[src/rtl/ahb_arb_pkg.sv]
// rtl/ahb_arb_pkg.sv - shared types and helpers for the AHB master arbiter
package ahb_arb_pkg;

  localparam int MAX_MASTERS = 8;

  typedef enum logic [1:0] {
    IDLE   = 2'b00,
    BUSY   = 2'b01,
    NONSEQ = 2'b10,
    SEQ    = 2'b11
  } htrans_e;

  typedef enum logic [1:0] {
    PARK    = 2'd0,
    GRANTED = 2'd1,
    LOCKED  = 2'd2
  } arb_state_e;

  function automatic logic [MAX_MASTERS-1:0] onehot(input logic [2:0] idx);
    return MAX_MASTERS'(1) << idx;
  endfunction

endpackage

[src/rtl/ahb_rr_pick.sv]
// rtl/ahb_rr_pick.sv - rotate-priority encoder: first set req bit at or after ptr, wrapping
module ahb_rr_pick #(
  parameter int N = 4,
  localparam int W = $clog2(N)
) (
  input  logic [N-1:0] req,
  input  logic [W-1:0] ptr,
  output logic         found,
  output logic [W-1:0] idx
);

  localparam logic [W:0] NW = (W+1)'(N);

  logic [W:0] cand;

  // Walk offsets from farthest to nearest so the nearest requester is written last.
  always_comb begin
    found = 1'b0;
    idx   = '0;
    cand  = '0;
    for (int i = N - 1; i >= 0; i--) begin
      cand = {1'b0, ptr} + (W+1)'(i);
      if (cand >= NW) cand = cand - NW;
      if (req[cand[W-1:0]]) begin
        found = 1'b1;
        idx   = cand[W-1:0];
      end
    end
  end

endmodule

[src/rtl/ahb_master_arbiter.sv]
// rtl/ahb_master_arbiter.sv - round-robin AHB-Lite master arbiter with bus locking
module ahb_master_arbiter
  import ahb_arb_pkg::*;
#(
  parameter int N_MASTERS      = 4,
  parameter int DEFAULT_MASTER = 0,
  localparam int MID_W         = $clog2(N_MASTERS)
) (
  input  logic                 HCLK,
  input  logic                 HRESETn,
  input  logic [N_MASTERS-1:0] hbusreq,
  input  logic [N_MASTERS-1:0] hlock,
  input  logic [1:0]           htrans,
  input  logic                 hready,
  output logic [N_MASTERS-1:0] hgrant,
  output logic [MID_W-1:0]     hmaster,
  output logic [MID_W-1:0]     hmaster_d,
  output logic                 hmastlock
);

  localparam logic [MID_W-1:0] DEF_IDX = MID_W'(DEFAULT_MASTER);
  localparam logic [MID_W-1:0] LAST_IDX = MID_W'(N_MASTERS - 1);

  arb_state_e       state;
  htrans_e          trans;
  logic [MID_W-1:0] rr_ptr;
  logic [MID_W-1:0] pick_idx;
  logic [MID_W-1:0] ptr_nxt;
  logic             pick_found;
  logic             hop;
  logic             owner_locks;

  assign trans       = htrans_e'(htrans);
  assign hop         = hready && (trans == IDLE || trans == NONSEQ) && state != LOCKED;
  assign owner_locks = state == GRANTED && hlock[hmaster] && hbusreq[hmaster];
  assign ptr_nxt     = (pick_idx == LAST_IDX) ? '0 : pick_idx + MID_W'(1);

  ahb_rr_pick #(.N(N_MASTERS)) u_pick (
    .req   (hbusreq),
    .ptr   (rr_ptr),
    .found (pick_found),
    .idx   (pick_idx)
  );

  always_ff @(posedge HCLK or negedge HRESETn) begin
    if (!HRESETn) begin
      state     <= PARK;
      rr_ptr    <= '0;
      hgrant    <= N_MASTERS'(onehot(3'(DEF_IDX)));
      hmaster   <= DEF_IDX;
      hmaster_d <= DEF_IDX;
      hmastlock <= 1'b0;
    end else begin
      if (hready) hmaster_d <= hmaster;
      case (state)
        LOCKED: begin
          // The transfer in flight when hlock drops keeps hmastlock; it clears at this edge.
          if (hready && !hlock[hmaster]) begin
            state     <= GRANTED;
            hmastlock <= 1'b0;
          end
        end
        default: begin
          if (hop) begin
            if (owner_locks) begin
              state     <= LOCKED;
              hmastlock <= 1'b1;
            end else if (pick_found) begin
              state     <= GRANTED;
              rr_ptr    <= ptr_nxt;
              hgrant    <= N_MASTERS'(onehot(3'(pick_idx)));
              hmaster   <= pick_idx;
              hmastlock <= hlock[pick_idx];
            end else begin
              state     <= PARK;
              hgrant    <= N_MASTERS'(onehot(3'(DEF_IDX)));
              hmaster   <= DEF_IDX;
              hmastlock <= 1'b0;
            end
          end
        end
      endcase
    end
  end

  if ((N_MASTERS & (N_MASTERS - 1)) != 0) begin : g_idx_chk
    a_idx_range: assert property (@(posedge HCLK) disable iff (!HRESETn)
      int'(hmaster) < N_MASTERS && int'(hmaster_d) < N_MASTERS);
  end

endmodule

[config.mk]
export PLATFORM = sky130hd
export DESIGN_NAME = ahb_master_arbiter
export DESIGN_NICKNAME = d
export VERILOG_FILES = /design/src/rtl/ahb_arb_pkg.sv /design/src/rtl/ahb_rr_pick.sv /design/src/rtl/ahb_master_arbiter.sv
export SDC_FILE = /design/constraint.sdc
export NUM_CORES = 1
export LEC_CHECK = 0
export BUFFER_PORTS_ARGS = -buffer_cell sky130_fd_sc_hd__buf_2
export CORE_MARGIN = 2
export CORE_UTILIZATION = 57
export CTS_BUF_LIST = sky130_fd_sc_hd__clkbuf_2 sky130_fd_sc_hd__clkbuf_4 sky130_fd_sc_hd__clkbuf_8
export DETAILED_ROUTE_END_ITERATION = 10
export MAX_ROUTING_LAYER = met4
export PLACE_DENSITY = 0.87
export SYNTH_ARGS = -nofsm -noshare
export SYNTH_HDL_FRONTEND = slang
export SYNTH_SLANG_ARGS = --single-unit
[constraint.sdc]
create_clock -name HCLK -period 5.33 [get_ports HCLK]
set_clock_uncertainty 0.2 [all_clocks]
set_input_delay 0.2665 -clock HCLK [delete_from_list [all_inputs] [get_ports HCLK]]
set_output_delay 0.2665 -clock HCLK [all_outputs]
set_load 0.005 [all_outputs]
# == After elaboration in Yosys (flattened, before gate mapping) ==
# Cells that the tools add are included.
# op_classes
div,0
mul,0
shifts,1
reduce_logical,12
n_bitwise,2
n_lt_le_gt_ge,10
mux,39
n_addsub,8
n_eq_ne,6
# op_table
operator,count
$mux 2,14
$lt 2x3->1 const B,6
$mux 1,17
$bmux 1 s2,7
$ge 3x3->1 const B,3
$sub 2x1->2 const B,4
$add 2x2->3 const B,2
$eq 2x2->1 const B,3
$logic_and 1x1->1,5
$mux 4,1
$ne 2x2->1 const B,2
$reduce_and 4->1,1
$shl 1x2->4 const A,1
$add 2x1->3 const B,1
$ge 2x3->1 const B,1
$reduce_and 3->1,1
$add 2x1->2 const B,1
$eq 2x1->1 const B,1
$logic_not 2->1,1
$not 1->1,2
$reduce_and 2->1,1
$reduce_bool 2->1,1
$logic_not 1->1,1
$logic_or 1x1->1,1
# word_totals
out_inout_bits,9
inputBits,13
romBits,0
reg_bits,13
ram_bits,0
latchBits,0
memories,0

# == Depth between registers and ports, before layout ==
# Gate-level depths: netlist (run 1).
# logic_depth
word_depth,15
depth_mapped,7
depth_no_buf,7

# == Cells and area by module ==
# From an unflattened synthesis (run 1), not the netlist that was laid out.
# unflattened
hier_cells,81
hier_area_um2,840.8
# by_module_without_submodules
mod,n_inst,cells_each,area_per_inst_um2
ahb_master_arbiter,1,68,763.2
ahb_rr_pick,1,13,77.6

# == Least setup slack after synthesis (run 1) ==
# OpenSTA, ideal clock, no wires.
# synth_path
path_kind,reg2reg
from,reg hmaster[0]
to,reg rr_ptr[0]
path_stages_with_launch,6
required_time_ns,5.002
path_slack_ns,3.360
arrival_time_ns,1.642
n_path_buf,0
path_cell_list,dfrtp_1 mux4_2 nand4b_2 nand3_4 nor2_2 mux2_1
# synth_between
elab_chain_len,6
# synth_rtl
item,line,source
from (decl),ahb_master_arbiter.sv:16,"output logic [MID_W-1:0] hmaster,"
from (signal assigned),ahb_master_arbiter.sv:72,hmaster <= pick_idx;
$bmux 1 s2,ahb_master_arbiter.sv:35,assign owner_locks = state == GRANTED && hlock[hmaster] && hbusreq[hmaster];
$mux 1 (implied by the code),ahb_master_arbiter.sv:35,
$logic_and 1x1->1,ahb_master_arbiter.sv:35,
$logic_and 1x1->1 (*),ahb_master_arbiter.sv:35,
$not 1->1 (no source line) (*),-,
$reduce_and 4->1 (no source line) (*),-,
to (signal assigned),ahb_master_arbiter.sv:70,rr_ptr <= ptr_nxt;
to (decl),ahb_master_arbiter.sv:26,logic [MID_W-1:0] rr_ptr;
# Every way passes the cells marked *; elsewhere a longest branch is shown, timed or not. The select of a mux whose other input is x is not followed.
# A chain may end at the register's enable or synchronous reset.

# == Final worst setup path (run 1) ==
# layout_path
from,reg hmaster[0]
to,reg rr_ptr[1]
# Same word-level chain as after synthesis.

==> impl_metrics.ini, run 1 <==
[layout]
nets = 125
syn2layout_area_growth_pct = 18.6
final_cell_mix = buf_2, nand2_1, dfrtp_1
final_common_cell = buf_2
antenna_cells = 0
fillers = 98
drive_gt1_share_pct = 33.6

[power_and_ir_drop]
power_leakage_nw = 0.481
peakVddDrop_v = 0.000256
p_total_mw = 0.444
powerDensity_nw_per_um2 = 454

[route]
drtIter0Drc = 26
drt_pass1_iterations = 4
viasPerCell = 5.66
ant_nets = 0
vias = 690
wl_mm = 1.71
wire_per_inst_um = 14.0
drc = 0

[floorplan]
die_width_um = 42.1
die-area_um2 = 1770
boundaryPins = 22
dieHeight_um = 42.1
start_util_pct = 61.9
rows = 13
core_area_um2 = 1330

[critical_path]
start_kind = register
slowest_delay_ns = 0.57
critPathTopFamily = multiplexers
critPathArrivalTime_ns = 2.13
worst-path-buf-inv = 0
end_kind = register
required_ns = 5.29
critPathMaxFanout = 15
worstPathCellList = mux4_2 > nand4b_2 > nand3_4 > nor2_2 > mux2_1
slowest_stage = mux4_2
critPathKind = reg -> reg

[clock_tree]
cts_sinks = 13
cts-resized-gates = 0
cts_root_buf = clkbuf_4
clk_path_buf_depth = 2
h-tree-depth = 1
clk_latency_ns = 0.27
cts_tree = built
path_clk_slew_ns = 0.08
cts_buffers = 3

[placed_design]
place.gp.congestion = 0.902
dpl.hpwl_mm = 1.30
io_buffers = 20
place_ws_ns = 3.15

[global_route]
grtUsageTotal_pct = 22.9
grt_max_degree = 16
grt_pass1_wl_mm = 3.04
grt_overflow_total = 0
antenna_found_initial = 0
grt_pass1_vias = 710

[synth]
synth_cells = 83
synthTopCellsByArea = dfrtp_1, nand2_1, ha_1
ys_warn_count = 0
synth_top_cell_area_share_pct = 36.4
ys_seq_elements = 13
avgSynthCellArea_um2 = 9.95
synthDistinctLibCells = 35
ys_seq_area_share_pct = 39.5
synth.largest_area_cell = dfrtp_1
syn_area_um2 = 826
syn-num-nets = 100

[timing]
hold_slack_ns = 0.119
rsz0062_at_grt = false
fin_crit_ns = 2.17
drv_slew = 0
min_period_over_period_pct = 40.6
tns_ns = 0
setup_slack_ns = 3.16
relSlewSlack_pct = 43.2
worst_slew_pin_slew_ns = 0.844
hold_viol_final = 0
finalSetupViolCount = 0
fmax_mhz = 462

[job]
maxCapViolCount = 0

[min_path]
hold_path.class = in -> reg

[status]
status = finished clean
[final timing paths]
check	startpoint	endpoint	slack (ns)	cells past startpoint
worst min-delay path	hready	hmaster_d[1]	0.12	2
max in group asynchronous	HRESETn	hgrant[0]	4.45	2
min in group asynchronous	HRESETn	hmastlock	0.20	2
worst max-delay path	hmaster[0]	rr_ptr[1]	3.16	5
worst min register to register	hgrant[0]	hgrant[0]	0.26	2
worst max register to register	hmaster[0]	rr_ptr[1]	3.16	5
[metrics by stage]
| stage | util (%) | area (um2) | instances |
|---|---|---|---|
| floorplan | - | 826 | 83 |
| finish | 73.5 | 980 | 122 |
| detailed placement | 70.5 | 940 | 117 |
| global route | 73.5 | 980 | 122 |
| global placement | 70.5 | 940 | 117 |
| CTS | 73.5 | 980 | 122 |
[layout make-up]
cell class / instances / area [um2] / area share (%)
inverter: 5 / 18.8 / 1.92
clock buffer: 4 / 30.0 / 3.07
timing repair buffer: 21 / 110 / 11.2
multi-input combinational: 64 / 475 / 48.5
tap: 15 / 18.8 / 1.92
sequential: 13 / 327 / 33.3
[registers in the layout (all words and copies together) (netlist names)]
register / flops
hmaster: 2
hgrant: 4
hmaster_d: 2
state: 2
rr_ptr: 2
hmastlock: 1
[routing by layer]
layer	track usage (%)	routed length [um]	vias up	part of all wire [%]
met5	-	0	-	0
met4	8.13	9	0	0.53
met3	3.88	67	2	3.9
met2	37.5	883	24	52
met1	28.6	750	323	44
li1	-	-	341	-
[logic make-up (layout without fill, tap and decap cells)]
logic type / after synthesis / in the layout / share of synthesized area (%)
buffers and inverters: 6 / 30 / 2.88
multiplexers: 6 / 6 / 10.9
AND/OR/NAND/NOR: 33 / 33 / 23.6
AO/OA/AOI/OAI: 21 / 21 / 17.0
flip-flops: 13 / 13 / 39.5
adder cells (fa/ha/maj): 4 / 4 / 6.06
[Yosys cell counts (all sizes together)]
cell / instances
a211o: 1
a21bo: 1
a21boi: 1
a21o: 1
a21oi: 2
a22o: 1
a311o: 1
a31oi: 1
and2: 1
and3: 1
buf: 1
dfrtp: 12
dfstp: 1
ha: 4
inv: 5
mux2: 4
mux4: 2
nand2: 15
nand2b: 3
nand3: 2
nand4b: 1
nor2: 4
nor2b: 3
nor3: 1
nor4: 1
o21a: 2
o21ai: 8
o221ai: 1
o31ai: 1
or2b: 1
[where the power goes]
| part | total, mW | internal [mW] | switching (mW) |
|---|---|---|---|
| registers | 0.182 | 0.144 | 0.0380 |
| logic | 0.197 | 0.0983 | 0.0985 |
| clock network | 0.0659 | 0.0341 | 0.0318 |
[what timing repair did]
item                                   4_1_cts  5_1_grt
endpoints found under the hold margin       13        0
hold buffers                                 1        0
buffers inserted                             0        0
No activity file was read; power rests on OpenSTA's default activity.
==> run 2, diff against run 1 <==
--- a/config.mk
+++ b/config.mk
@@ -7,11 +7,11 @@
 export LEC_CHECK = 0
 export BUFFER_PORTS_ARGS = -buffer_cell sky130_fd_sc_hd__buf_2
 export CORE_MARGIN = 2
-export CORE_UTILIZATION = 57
+export CORE_UTILIZATION = 48
 export CTS_BUF_LIST = sky130_fd_sc_hd__clkbuf_2 sky130_fd_sc_hd__clkbuf_4 sky130_fd_sc_hd__clkbuf_8
 export DETAILED_ROUTE_END_ITERATION = 10
 export MAX_ROUTING_LAYER = met4
-export PLACE_DENSITY = 0.87
+export PLACE_DENSITY = 0.79
 export SYNTH_ARGS = -nofsm -noshare
 export SYNTH_HDL_FRONTEND = slang
 export SYNTH_SLANG_ARGS = --single-unit
==> constraint.sdc (replaced) <==
create_clock -name HCLK -period 1.8 [get_ports HCLK]
set_clock_uncertainty 0.2 [all_clocks]
set_input_delay 0.09 -clock HCLK [delete_from_list [all_inputs] [get_ports HCLK]]
set_output_delay 0.09 -clock HCLK [all_outputs]
set_load 0.005 [all_outputs]
==> impl_metrics.ini, run 2 (synthesized netlist as in run 1, its figures left out) <==
[status]
status = complete, but fails checks
violations = setup timing

[layout]
fillers = 107
final_area_um2 = 1140
fin_cells = 139
drive_gt1_share_pct = 43.1
antenna_cells = 0
largest_register_ff_count = 4
final_common_cell = buf_2
nets = 141
final_cell_mix = buf_2, nand2_1, buf_4
largest_register = hgrant
syn2layout_area_growth_pct = 37.7

[critical_path]
start_kind = register
end_kind = register
required_ns = 1.76
critPathMaxFanout = 3
critPathKind = reg -> reg
critPathArrivalTime_ns = 1.90

[floorplan]
die-area_um2 = 2070
die_width_um = 45.5
start_util_pct = 53.0
dieHeight_um = 45.5
boundaryPins = 22
core_area_um2 = 1560
rows = 14

[timing]
relSlewSlack_pct = 80.6
finalSetupViolCount = 9
hold_viol_final = 0
rsz0062_at_grt = true
min_period_over_period_pct = 108
fmax_mhz = 516
drv_slew = 0
setup_slack_ns = -0.138
fin_crit_ns = 1.94
worst_slew_pin_slew_ns = 0.291

[route]
ant_nets = 0
viasPerCell = 5.37
drtIter0Drc = 18
wl_mm = 1.88
vias = 747
drc = 0
drt_pass1_iterations = 4
wire_per_inst_um = 13.5

[clock_tree]
h-tree-depth = 1
cts_buffers = 3
cts_root_buf = clkbuf_4
cts_tree = built
clk_latency_ns = 0.27
clk_path_buf_depth = 2
cts_sinks = 13
path_clk_slew_ns = 0.08

[global_route]
grt_overflow_total = 0
use_met2_pct = 37.2
grt_pass1_wl_mm = 3.20
grtUsageTotal_pct = 23.1
globalRoute.busiestLayer = met2
grt_max_degree = 15
met3_usage_pct = 4.76
grt_pass1_vias = 755
use_met1_pct = 27.9
antenna_found_initial = 0

[power_and_ir_drop]
peakVddDrop_v = 0.000770
power_leakage_nw = 0.572
powerDensity_nw_per_um2 = 1360

[min_path]
hold_path.class = in -> reg

[placed_design]
placed_area_um2 = 1050
io_buffers = 20
dpl.hpwl_mm = 1.50
dp_cells = 130
place.gp.congestion = 0.877

[job]
maxCapViolCount = 0
-- run 2: changes by cell type in the layout (fill, tap and decap cells not counted), moves of 2 or more --
cell	delta
buf_4	+13
dlygate4sd3_1	+3
inv_1	-2
inv_2	+2
mux2_1	-2
mux2_4	+2
-- run 2: worst paths after layout --
kind | from | to | slack, ns | depth (start not counted)
worst max-delay path | hmaster[0] | rr_ptr[0] | -0.14 | 5
worst min-delay path | hlock[2] | hmastlock | 0.02 | 4
worst max register to register | hmaster[0] | rr_ptr[0] | -0.14 | 5
worst min register to register | hgrant[0] | hgrant[0] | 0.28 | 2
max in group asynchronous | HRESETn | hgrant[0] | 1.09 | 2
min in group asynchronous | HRESETn | hmastlock | 0.03 | 2
-- run 2: area by class of cell --
cell class	instances	area (um2)	area share (%)
multi-input cells	64	504	44.3
flip-flops and latches	13	327	28.7
repair buffers	37	238	20.9
clock buffers	4	30.0	2.64
well taps	16	20.0	1.76
inverters	5	18.8	1.65
-- run 2: through the flow --
step	setup WS, ns	utilization (%)	hold slack [ns]	TNS [ns]	total power [mW]
global placement	-0.0789	67.5	-0.209	-0.260	1.29
CTS	-0.148	73.0	0.00726	-0.669	1.57
finish	-0.138	73.0	0.0172	-0.574	1.55
detailed placement	-0.137	67.5	-0.204	-0.675	1.33
global route	-0.198	73.0	0.0477	-1.44	1.69
floorplan	-0.146	-	-0.406	-0.438	0.974
-- run 2: repair_timing --
action	4_1_cts	5_1_grt
hold endpoints to repair	17	0
pin swaps	4	1
hold buffers	4	0
buffers inserted	1	0
resized for setup	4	2
setup endpoints to repair	11	11
-- run 2: critical path, stage by stage (launching register included) --
cell	delay [ns]
dfrtp_1	0.41
mux4_2	0.57
nand4b_4	0.13
nand3_4	0.08
nor2_4	0.13
mux2_4	0.31
-- run 2: metal layers --
| layer | wire length, um | part of all wire (%) | vias up |
|---|---|---|---|
| met5 | 0 | 0 | - |
| met4 | 13 | 0.69 | 0 |
| met3 | 97 | 5.2 | 2 |
| met2 | 959 | 51 | 23 |
| met1 | 810 | 43 | 349 |
| li1 | - | - | 373 |
-- run 2: power breakdown --
group | leakage, nW | internal [mW] | switching, mW
clock network | 0.0184 | 0.101 | 0.0888
registers | 0.158 | 0.426 | 0.110
logic | 0.395 | 0.467 | 0.357
